`src/rtl/mod_codec_init_seq_pkg.sv`:
```
// Shared types, WM8731 register map and the default codec init table
// used by the codec init sequencer and its table ROM.
package mod_codec_init_seq_pkg;

  // One codec register write: 7-bit register address plus 9-bit data.
  typedef struct packed {
    logic [6:0] reg_addr;
    logic [8:0] data;
  } codec_write_t;

  // Sequencer states.
  typedef enum logic [2:0] {
    S_IDLE  = 3'd0,
    S_ISSUE = 3'd1,
    S_WAIT  = 3'd2,
    S_GAP   = 3'd3,
    S_DONE  = 3'd4,
    S_FAULT = 3'd5
  } seq_state_t;

  // WM8731 register addresses.
  localparam logic [6:0] WM_LLIN   = 7'h00;
  localparam logic [6:0] WM_RLIN   = 7'h01;
  localparam logic [6:0] WM_LHP    = 7'h02;
  localparam logic [6:0] WM_RHP    = 7'h03;
  localparam logic [6:0] WM_APATH  = 7'h04;
  localparam logic [6:0] WM_DPATH  = 7'h05;
  localparam logic [6:0] WM_PWR    = 7'h06;
  localparam logic [6:0] WM_IFACE  = 7'h07;
  localparam logic [6:0] WM_SRATE  = 7'h08;
  localparam logic [6:0] WM_ACTIVE = 7'h09;
  localparam logic [6:0] WM_RESET  = 7'h0F;

  // Fault code reported when the master never answers a write.
  localparam logic [3:0] FAULT_TIMEOUT = 4'he;

  // Number of entries in the built-in table; indices past it read as zero.
  localparam int INIT_DEPTH = 10;

  // Default bring-up table: reset, power, inputs, paths, format, rate, output, activate.
  function automatic codec_write_t init_table_entry(input logic [5:0] idx);
    codec_write_t e;
    case (idx)
      6'd0:    e = '{reg_addr: WM_RESET,  data: 9'h000};
      6'd1:    e = '{reg_addr: WM_PWR,    data: 9'h010};
      6'd2:    e = '{reg_addr: WM_LLIN,   data: 9'h017};
      6'd3:    e = '{reg_addr: WM_RLIN,   data: 9'h017};
      6'd4:    e = '{reg_addr: WM_APATH,  data: 9'h012};
      6'd5:    e = '{reg_addr: WM_DPATH,  data: 9'h000};
      6'd6:    e = '{reg_addr: WM_IFACE,  data: 9'h00A};
      6'd7:    e = '{reg_addr: WM_SRATE,  data: 9'h000};
      6'd8:    e = '{reg_addr: WM_LHP,    data: 9'h079};
      6'd9:    e = '{reg_addr: WM_ACTIVE, data: 9'h001};
      default: e = '{reg_addr: 7'h00,     data: 9'h000};
    endcase
    return e;
  endfunction

endpackage

```
`src/rtl/mod_codec_init_seq_if.sv`:
```
// Request/acknowledge bus between the init sequencer and the I2C master.
interface mod_codec_init_seq_if;
  logic       i2c_req;
  logic [6:0] i2c_register;
  logic [8:0] i2c_data;
  logic       i2c_done;
  logic [3:0] i2c_fault_code;

  modport master (
    output i2c_req, i2c_register, i2c_data,
    input  i2c_done, i2c_fault_code
  );

  modport slave (
    input  i2c_req, i2c_register, i2c_data,
    output i2c_done, i2c_fault_code
  );
endinterface

```
`src/rtl/mod_codec_init_seq_rom.sv`:
```
// Combinational lookup of one codec init table entry by index.
module mod_codec_init_seq_rom
  import mod_codec_init_seq_pkg::*;
(
  input  logic [5:0]   index,
  output codec_write_t entry
);

  // Table lookup; out-of-table indices return an all-zero write.
  always_comb begin
    entry = init_table_entry(index);
  end

endmodule

```
`src/rtl/mod_codec_init_seq.sv`:
```
// Codec init sequencer: walks the init table into the I2C master, retrying
// faulted or timed-out writes, with an idle gap between writes.
module mod_codec_init_seq
  import mod_codec_init_seq_pkg::*;
#(
  parameter int NUM_REGS       = 10,
  parameter int MAX_RETRIES    = 3,
  parameter int GAP_CYCLES     = 200,
  parameter int TIMEOUT_CYCLES = 4095,
  parameter int AUTO_START     = 1
) (
  input  logic                 i_clk,
  input  logic                 i_nrst,
  input  logic                 i_start,
  mod_codec_init_seq_if.master i2c,
  output logic                 o_busy,
  output logic                 o_done,
  output logic                 o_fault,
  output logic [3:0]           o_fault_code,
  output logic [5:0]           o_index
);

  // Gap and timeout share one counter, sized for the larger of the two.
  localparam int CNT_MAX = (TIMEOUT_CYCLES > GAP_CYCLES) ? TIMEOUT_CYCLES : GAP_CYCLES;
  localparam int CNT_W   = $clog2(CNT_MAX + 1);
  localparam int RTRY_W  = (MAX_RETRIES > 0) ? $clog2(MAX_RETRIES + 1) : 1;

  localparam logic [5:0]        LAST_IDX     = 6'(NUM_REGS - 1);
  localparam logic [CNT_W-1:0]  TIMEOUT_LAST = CNT_W'(TIMEOUT_CYCLES - 1);
  localparam logic [CNT_W-1:0]  GAP_LAST     = CNT_W'(GAP_CYCLES - 1);
  localparam logic [RTRY_W-1:0] RTRY_LIMIT   = RTRY_W'(MAX_RETRIES);

  seq_state_t        state_r, state_n;
  logic [5:0]        index_r, index_n;
  logic [RTRY_W-1:0] retries_r, retries_n;
  logic [CNT_W-1:0]  cnt_r, cnt_n;
  logic              pending_r, pending_n;
  logic [3:0]        fault_code_r, fault_code_n;
  logic              launch_s;
  logic              fail_s;
  logic              req_r, busy_r, done_r, fault_r;
  logic [6:0]        reg_r;
  logic [8:0]        data_r;
  codec_write_t      entry_s;

  mod_codec_init_seq_rom u_rom (
    .index (index_n),
    .entry (entry_s)
  );

  // Next-state, index, retry and counter logic.
  always_comb begin
    state_n      = state_r;
    index_n      = index_r;
    retries_n    = retries_r;
    cnt_n        = cnt_r;
    pending_n    = pending_r;
    fault_code_n = fault_code_r;
    launch_s     = 1'b0;
    fail_s       = 1'b0;

    case (state_r)
      S_IDLE: begin
        if (pending_r || i_start) launch_s = 1'b1;
        else                      launch_s = 1'b0;
      end
      S_DONE, S_FAULT: begin
        if (i_start) launch_s = 1'b1;
        else         launch_s = 1'b0;
      end
      S_ISSUE: begin
        state_n = S_WAIT;
        cnt_n   = '0;
      end
      S_WAIT: begin
        // A done pulse wins over a coincident timeout.
        if (i2c.i2c_done) begin
          if (i2c.i2c_fault_code == 4'h0) begin
            if (index_r == LAST_IDX) begin
              state_n = S_DONE;
            end else begin
              index_n   = index_r + 6'd1;
              retries_n = '0;
              cnt_n     = '0;
              state_n   = S_GAP;
            end
          end else begin
            fault_code_n = i2c.i2c_fault_code;
            fail_s       = 1'b1;
          end
        end else if (cnt_r == TIMEOUT_LAST) begin
          fault_code_n = FAULT_TIMEOUT;
          fail_s       = 1'b1;
        end else begin
          cnt_n = cnt_r + CNT_W'(1);
        end
      end
      S_GAP: begin
        if (cnt_r == GAP_LAST) state_n = S_ISSUE;
        else                   cnt_n   = cnt_r + CNT_W'(1);
      end
      default: state_n = S_IDLE;
    endcase

    // A failed write is re-issued after a gap until the retry budget runs out.
    if (fail_s) begin
      if (retries_r < RTRY_LIMIT) begin
        retries_n = retries_r + RTRY_W'(1);
        cnt_n     = '0;
        state_n   = S_GAP;
      end else begin
        state_n = S_FAULT;
      end
    end else begin
      retries_n = retries_n;
    end

    // Launch restarts the whole table and clears the previous outcome.
    if (launch_s) begin
      state_n      = S_ISSUE;
      index_n      = 6'd0;
      retries_n    = '0;
      cnt_n        = '0;
      pending_n    = 1'b0;
      fault_code_n = 4'h0;
    end else begin
      pending_n = pending_n;
    end
  end

  // State, counters and registered outputs; write payload latched on entry to ISSUE.
  always_ff @(posedge i_clk) begin
    if (!i_nrst) begin
      state_r      <= S_IDLE;
      index_r      <= 6'd0;
      retries_r    <= '0;
      cnt_r        <= '0;
      pending_r    <= (AUTO_START != 0);
      fault_code_r <= 4'h0;
      req_r        <= 1'b0;
      busy_r       <= 1'b0;
      done_r       <= 1'b0;
      fault_r      <= 1'b0;
      reg_r        <= 7'h00;
      data_r       <= 9'h000;
    end else begin
      state_r      <= state_n;
      index_r      <= index_n;
      retries_r    <= retries_n;
      cnt_r        <= cnt_n;
      pending_r    <= pending_n;
      fault_code_r <= fault_code_n;
      req_r        <= (state_n == S_ISSUE);
      busy_r       <= (state_n == S_ISSUE) || (state_n == S_WAIT) || (state_n == S_GAP);
      done_r       <= (state_n == S_DONE);
      fault_r      <= (state_n == S_FAULT);
      if (state_n == S_ISSUE) begin
        reg_r  <= entry_s.reg_addr;
        data_r <= entry_s.data;
      end
    end
  end

  assign i2c.i2c_req      = req_r;
  assign i2c.i2c_register = reg_r;
  assign i2c.i2c_data     = data_r;
  assign o_busy           = busy_r;
  assign o_done           = done_r;
  assign o_fault          = fault_r;
  assign o_fault_code     = fault_code_r;
  assign o_index          = index_r;

endmodule
```
`src/flat_wrapper.sv`:
```
// flat-port wrapper written by rule: the top's interface ports become plain ports
module mod_codec_init_seq_flat import mod_codec_init_seq_pkg::*;
#(
  parameter int NUM_REGS       = 10,
  parameter int MAX_RETRIES    = 3,
  parameter int GAP_CYCLES     = 200,
  parameter int TIMEOUT_CYCLES = 4095,
  parameter int AUTO_START     = 1
)
  (i_clk, i_nrst, i_start, o_busy, o_done, o_fault, o_fault_code, o_index, i2c_i2c_req, i2c_i2c_register, i2c_i2c_data, i2c_i2c_done, i2c_i2c_fault_code);
  mod_codec_init_seq_if i2c_i ();
  input  logic i_clk;
  input  logic i_nrst;
  input  logic i_start;
  output logic o_busy;
  output logic o_done;
  output logic o_fault;
  output logic [3:0] o_fault_code;
  output logic [5:0] o_index;
  output wire logic [$bits(i2c_i.i2c_req)-1:0] i2c_i2c_req;
  output wire logic [$bits(i2c_i.i2c_register)-1:0] i2c_i2c_register;
  output wire logic [$bits(i2c_i.i2c_data)-1:0] i2c_i2c_data;
  input wire logic [$bits(i2c_i.i2c_done)-1:0] i2c_i2c_done;
  input wire logic [$bits(i2c_i.i2c_fault_code)-1:0] i2c_i2c_fault_code;
  assign i2c_i2c_req = i2c_i.i2c_req;
  assign i2c_i2c_register = i2c_i.i2c_register;
  assign i2c_i2c_data = i2c_i.i2c_data;
  assign i2c_i.i2c_done = i2c_i2c_done;
  assign i2c_i.i2c_fault_code = i2c_i2c_fault_code;
  mod_codec_init_seq #(.NUM_REGS(NUM_REGS), .MAX_RETRIES(MAX_RETRIES), .GAP_CYCLES(GAP_CYCLES), .TIMEOUT_CYCLES(TIMEOUT_CYCLES), .AUTO_START(AUTO_START)) u_core (.i_clk(i_clk), .i_nrst(i_nrst), .i_start(i_start), .i2c(i2c_i), .o_busy(o_busy), .o_done(o_done), .o_fault(o_fault), .o_fault_code(o_fault_code), .o_index(o_index));
endmodule
```
`config.mk`:
```
export PLATFORM = sky130hd
export DESIGN_NAME = mod_codec_init_seq_flat
export DESIGN_NICKNAME = d
export VERILOG_FILES = /design/src/rtl/mod_codec_init_seq_pkg.sv /design/src/rtl/mod_codec_init_seq_if.sv /design/src/rtl/mod_codec_init_seq_rom.sv /design/src/rtl/mod_codec_init_seq.sv /design/src/flat_wrapper.sv
export SDC_FILE = /design/constraint.sdc
export NUM_CORES = 1
export LEC_CHECK = 0
export ABC_CLOCK_PERIOD_IN_PS = 6200
export CAP_MARGIN = 30
export CORE_MARGIN = 1
export CORE_UTILIZATION = 30
export DETAILED_ROUTE_END_ITERATION = 10
export PLACE_DENSITY_LB_ADDON = 0.05
export REMOVE_ABC_BUFFERS = 1
export SKIP_CTS_REPAIR_TIMING = 1
export SLEW_MARGIN = 15
export SYNTH_ARGS = -nofsm -noshare
export SYNTH_HDL_FRONTEND = slang
export SYNTH_SLANG_ARGS = --single-unit
```
`constraint.sdc`:
```
create_clock -name i_clk -period 6.2 [get_ports i_clk]
set_clock_uncertainty 0.05 [all_clocks]
set_input_delay 0.62 -clock i_clk [delete_from_list [all_inputs] [get_ports i_clk]]
set_output_delay 0.62 -clock i_clk [all_outputs]
set_load 0.03 [all_outputs]
```
==> results of run 1 <==
[flip-flops by register name, indices dropped and copies added, names as in the netlist]
name / cells
u_core.cnt_r: 12
u_core.i2c.i2c_data: 6
u_core.o_index: 6
u_core.i2c.i2c_register: 4
u_core.o_fault_code: 4
u_core.state_r: 3
u_core.retries_r: 2
u_core.i2c.i2c_req: 1
u_core.o_busy: 1
u_core.o_done: 1
u_core.o_fault: 1
u_core.pending_r: 1
[cell usage after synthesis, drive strengths merged, types with 3 or more instances]
cell and n:
a21boi 3, a21o 3, a21oi 21, a22oi 4, and2 7, and3 8, buf 12, clkbuf 5
dfxtp 42, ha 11, inv 12, mux2i 3, nand2 27, nand2b 4, nand3 24, nand4 5
nor2 32, nor2b 4, nor3 5, nor4 6, o21a 3, o21ai 17, o221a 3, or3 3
or3b 3, or4 4, xnor2 7
[cells by family after synthesis]
family                   after synthesis  synth area share
flip-flops                            42             0.336
other                                  1           0.00150
adder cells (fa/ha/maj)               11            0.0550
AND/OR/NAND/NOR                      137             0.306
buffers and inverters                 29            0.0580
AO/OA/AOI/OAI                         71             0.197
multiplexers                           3            0.0120
XOR/XNOR                               9            0.0345
[layout make-up]
class | count | area, sq um
clock buffer | 6 | 72.6
clock inverter | 2 | 37.5
fill | 826 | 4900
inverter | 12 | 45.0
multi-input combinational | 236 | 1530
sequential | 42 | 841
tap | 102 | 128
timing repair buffer | 34 | 335
[tightest hold or removal path, cell delays in order, from the launching register on]
cell      delay (ns)
dfxtp_1         0.32
nand2_1         0.05
a21boi_1        0.05
[worst paths after layout]
| check | to | cells past startpoint | slack (ns) | start |
|---|---|---|---|---|
| min | u_core.i2c.i2c_register[2] | 2 | 0.40 | u_core.i2c.i2c_register[2] |
| max | u_core.i2c.i2c_register[1] | 11 | 2.96 | i2c_i2c_fault_code[1] |
| min reg2reg | u_core.i2c.i2c_register[2] | 2 | 0.40 | u_core.i2c.i2c_register[2] |
| max reg2reg | u_core.i2c.i2c_register[1] | 11 | 3.31 | u_core.o_index[1] |
[per-stage QoR]
| stage | cells | total power [mW] |
|---|---|---|
| after global placement | 426 | 0.487 |
| after CTS | 434 | 0.709 |
| after global routing | 434 | 0.733 |
| after detailed placement | 426 | 0.487 |
| after floorplan | 290 | 0.419 |
| final | 434 | 0.700 |
[report_power, final]
| group | switching (mW) | leakage (nW) | internal [mW] |
|---|---|---|---|
| combinational | 0.117 | 0.711 | 0.0612 |
| sequential | 0.0136 | 0.341 | 0.287 |
| clock | 0.101 | 0.0514 | 0.120 |
| total | 0.232 | 1.10 | 0.468 |
[per-layer routing]
| metal | vias up | part of all wire |
|---|---|---|
| met3 | 7 | 0.029 |
| met5 | - | 0 |
| met4 | 0 | 0.010 |
| li1 | 1132 | - |
| met2 | 38 | 0.47 |
| met1 | 1047 | 0.49 |
==> out/results.tsv, run 1 <==
stage	metric	value	unit
timing	fin_ws	2.96	ns
floorplanning	die_w	93.3	um
status	status	complete, no violations	
global_route	grt_busiest_layer	met2	
cells_and_area	drive_above_1_share	0.0813	
placement	post_dp_cell_area	0.00288	sq mm
clock_network	cts.root.buffer_cell	clkbuf_8	
drt	wl	6.21	mm
drt	num_vias	2224	
timing	final-hold-violation-count	0	
timing	max_freq	309	MHz
setup_path	critPathMaxStageDelay	0.45	ns
setup_path	crit_top_cell	inv_1	
clock_network	clockBufferDepth	2	
setup_path	crit_buf_inv	3	
setup_path	end_kind	flip-flop	
cells_and_area	layout_common_cells	dfxtp_1 (42), clkdlybuf4s50_1 (32), nor2_1 (30)	
synth	yosysWarnings	0	
floorplanning	pin_count	38	
timing	tns	0	ns
synth	yosysTopAreaCell	dfxtp_1	
floorplanning	die_y	93.3	um
cells_and_area	fin_nets	350	
synth	yosysTopAreaCellShare	0.336	
timing	fin_crit_sh	0.523	
cells_and_area	stdcell_area	0.00299	sq mm
setup_path	path_cells	clkdlybuf4s50_1 -> nor4_2 -> nand3_4 -> or3_1 -> a21oi_2 -> inv_1 -> ha_1 -> inv_1 -> a221oi_2 -> a21o_1 -> a31o_1	
placement	port_buffers	32	
clock_network	clk_pin_slew_worst_paths	0.08	ns
timing	setup_viol	0	
floorplanning	core_area	0.00789	sq mm
setup_path	critPathMaxFanout	10	
power_and_ir_drop	power.leakage	1.10	nW
power_and_ir_drop	ir_drop	0.117	mV
synth	synth_area_leaders	dfxtp_1 (34%), ha_1 (5.5%), nand3_1 (4.6%), nor2_1 (4.5%), nand2_1 (4.1%)	
drt	drt_iter0_drc	78	
synth	async_reset_ff_frac	0	
cells_and_area	final_util	0.379	
placement	dp_slack	2.65	ns
global_route	gr-usage-met1	0.204	
clock_network	tritoncts.num_buffers	5	
synth	yosys_register_bits	42	
drt	avgViaCountPerCell	5.12	
setup_path	crit_slowest_cell	clkdlybuf4s50_1	
setup_path	worst_ep_required_time	6.35	ns
timing	tightest_slew	0.694	ns
setup_path	crit_type	in -> reg	
timing	drv_slew	0	
clock_network	clock_sinks	42	
timing	grt_setup_unrepaired	no	
floorplanning	rows	32	
timing	min_period	3.24	ns
synth	yosysSeqAreaShare	0.336	
hold_path	hp-class	reg -> reg	
synth	synth-main-ff-cell	dfxtp_1	
cells_and_area	syn2layout_area_growth	19.5	%
clock_network	clk_latency	0.30	ns
cells_and_area	antenna_cells	0	
synth	synth.avg_cell_area	8.26	sq um
clock_network	htreeDepth	2	
job	cap_violations	0	
global_route	grt_use_total	0.153	
drt	avgRoutedWirePerCell	14.3	um
global_route	grt_pass1_wl	10.5	mm
drt	drc	0	
synth	synth_edf_count	0	
global_route	grt_max_degree	24	
global_route	antenna_found_initial	0	
timing	hold-worst-slack	0.404	ns
global_route	globalRoute.totalOverflow	0	
timing	relSlewSlack	0.533	
floorplanning	die-area	0.00871	sq mm
global_route	use_met3	0.0268	
drt	ant_nets	0	
global_route	grt_pass1_vias	2134	
synth	yosysUniqueCellTypes	62	
synth	syn_area	0.00250	sq mm
floorplanning	initial_core_util	0.317	
setup_path	critPathLaunchType	input pin	
placement	dp_hpwl	4.56	mm
global_route	met2_usage	0.254	
drt	drtPass1Iterations	4	
placement	routabilityCongestion	0.769	
synth	synthCells	303	
power_and_ir_drop	power_density	234	mW/mm^2
setup_path	cp.arrival	3.39	ns
setup_path	cp_top_family	simple AND/OR/NAND/NOR gates	
cells_and_area	final_common_cell	dfxtp_1	
clock_network	cts_tree	done	
Power figures use the tool's default switching activity.
==> run 2, diff against run 1 <==
--- a/config.mk
+++ b/config.mk
@@ -5,7 +5,7 @@
 export SDC_FILE = /design/constraint.sdc
 export NUM_CORES = 1
 export LEC_CHECK = 0
-export ABC_CLOCK_PERIOD_IN_PS = 6200
+export ABC_CLOCK_PERIOD_IN_PS = 2900
 export CAP_MARGIN = 30
 export CORE_MARGIN = 1
 export CORE_UTILIZATION = 30
==> constraint.sdc (replaced) <==
create_clock -name i_clk -period 2.9 [get_ports i_clk]
set_clock_uncertainty 0.05 [all_clocks]
set_input_delay 0.29 -clock i_clk [delete_from_list [all_inputs] [get_ports i_clk]]
set_output_delay 0.29 -clock i_clk [all_outputs]
set_load 0.03 [all_outputs]
==> run 2 against run 1 <==
  * Design area rose by 2.1%
  * Non-clock buffer count rose by 11
  * Hold slack got worse by 0.0095 ns
  * Via count rose by 2.2%
  * Clock power rose by 77%
  * Critical path depth fell by 3
  * Combinational power rose by 130%
  * Global-route usage rose by 0.76 points
  * Sequential power rose by 110%
==> out/results.tsv, run 2 (synthesis gave the netlist of run 1 again) <==
stage	metric	value	unit
power_and_ir_drop	netSwitchingFraction	0.351	
drt	drtPass1Iterations	4	
floorplanning	die-area	0.00871	sq mm
setup_path	critPathMaxFanout	9	
timing	fin_crit_sh	0.890	
power_and_ir_drop	power.leakage	1.15	nW
power_and_ir_drop	combPwrFrac	0.288	
floorplanning	rows	32	
clock_network	clock_sinks	42	
power_and_ir_drop	intPower	0.940	mW
drt	drc	0	
power_and_ir_drop	power_density	474	mW/mm^2
drt	num_vias	2272	
cells_and_area	drive_above_1_share	0.114	
clock_network	tritoncts.num_buffers	5	
job	cap_violations	0	
global_route	grt_use_total	0.161	
floorplanning	core_area	0.00789	sq mm
setup_path	critPathLaunchType	input pin	
clock_network	htreeDepth	2	
floorplanning	die_w	93.3	um
drt	wl	6.38	mm
setup_path	worst_ep_required_time	3.06	ns
cells_and_area	fillers	809	
clock_network	clk_pin_slew_worst_paths	0.09	ns
status	status	complete, no violations	
setup_path	end_kind	flip-flop	
power_and_ir_drop	ir_drop	0.188	mV
global_route	antenna_found_initial	0	
power_and_ir_drop	p_seq_frac	0.440	
cells_and_area	largest_register_ffs	12	
global_route	grt_max_degree	23	
timing	setup_viol	0	
cells_and_area	regMostFlops	u_core.cnt_r	
placement	port_buffers	32	
cells_and_area	syn2layout_area_growth	22.0	%
placement	dp_hpwl	4.82	mm
drt	avgRoutedWirePerCell	14.3	um
global_route	globalRoute.totalOverflow	0	
clock_network	cts.root.buffer_cell	clkbuf_8	
clock_network	clockBufferDepth	2	
cells_and_area	final_common_cell	dfxtp_1	
global_route	grt_pass1_wl	10.9	mm
setup_path	crit_type	in -> reg	
hold_path	hp-class	reg -> reg	
timing	relSlewSlack	0.643	
timing	grt_setup_unrepaired	no	
timing	min_period	2.58	ns
power_and_ir_drop	power	1.45	mW
power_and_ir_drop	pwr-share-clk	0.272	
floorplanning	pin_count	38	
clock_network	cts_tree	done	
drt	drt_iter0_drc	62	
timing	drv_slew	0	
timing	tns	0	ns
placement	routabilityCongestion	0.773	
cells_and_area	layout_common_cells	dfxtp_1 (42), clkdlybuf4s50_1 (32), nor2_1 (30)	
setup_path	cp.arrival	2.74	ns
clock_network	clk_latency	0.30	ns
cells_and_area	antenna_cells	0	
cells_and_area	fin_nets	361	
drt	avgViaCountPerCell	5.11	
timing	tightest_slew	0.530	ns
power_and_ir_drop	p_sw	0.508	mW
cells_and_area	stdcell_count	445	
placement	placed_cells	437	
timing	max_freq	387	MHz
global_route	grt_pass1_vias	2229	
timing	final-hold-violation-count	0	
drt	ant_nets	0	
floorplanning	initial_core_util	0.317	
floorplanning	die_y	93.3	um
[run 2: cell types whose count changed in the layout (fill, tap and decap cells not counted), sizes merged]
cell    previous run  this run
bufinv             1         0
clkbuf             6         5
clkinv             0         2
buf                2        13
[run 2: final timing paths]
| kind | startpoint | endpoint | slack [ns] | depth (start not counted) |
|---|---|---|---|---|
| setup / recovery | i2c_i2c_fault_code[1] | u_core.i2c.i2c_data[1] | 0.32 | 8 |
| hold / removal | u_core.pending_r | u_core.pending_r | 0.39 | 2 |
| setup reg to reg | u_core.state_r[0] | u_core.i2c.i2c_data[1] | 0.41 | 7 |
| hold reg to reg | u_core.pending_r | u_core.pending_r | 0.39 | 2 |
[run 2: power by group through the flow]
stage / combinational (mW) / clock, mW / sequential, mW
after global placement: 0.427 / 0 / 0.651
after CTS: 0.424 / 0.422 / 0.637
after global routing: 0.461 / 0.439 / 0.642
after detailed placement: 0.424 / 0 / 0.651
final: 0.417 / 0.394 / 0.637
after floorplan: 0.194 / 0 / 0.702
[run 2: metal layers]
layer / share of wire / wire length [um] / global-route usage / vias to the layer above
met5: 0 / 0 / 0 / -
met4: 0.014 / 87 / 0.0538 / 0
met3: 0.022 / 138 / 0.0244 / 7
met2: 0.48 / 3050 / 0.265 / 31
met1: 0.49 / 3110 / 0.214 / 1078
li1: - / - / - / 1156
[run 2: area by class of cell]
| cell class | instances | area [sq um] | share of cell area |
|---|---|---|---|
| Clock buffer | 5 | 68.8 | 0.0225 |
| Clock inverter | 3 | 21.3 | 0.00697 |
| Inverter | 12 | 45.0 | 0.0148 |
| Multi-Input combinational cell | 236 | 1530 | 0.502 |
| Sequential cell | 42 | 841 | 0.275 |
| Tap cell | 102 | 128 | 0.0418 |
| Timing Repair Buffer | 45 | 418 | 0.137 |
[run 2: critical path, stage by stage]
cell             delay (ns)
clkdlybuf4s50_1        0.45
nor4_2                 0.45
nand3_4                0.17
mux2i_1                0.17
or4_1                  0.67
nand2_1                0.16
o21ai_0                0.11
a41o_1                 0.26
[run 2: stage by stage]
| step | utilization | cell area, sq um | worst slack (ns) | hold WS [ns] |
|---|---|---|---|---|
| after CTS | 0.387 | 3050 | 0.320 | 0.398 |
| after global placement | 0.376 | 2960 | 0.00646 | 0.377 |
| after floorplan | - | 2420 | 0.174 | 0.302 |
| after detailed placement | 0.376 | 2960 | -0.0319 | 0.382 |
| after global routing | 0.387 | 3050 | 0.123 | 0.436 |
| final | 0.387 | 3050 | 0.319 | 0.395 |
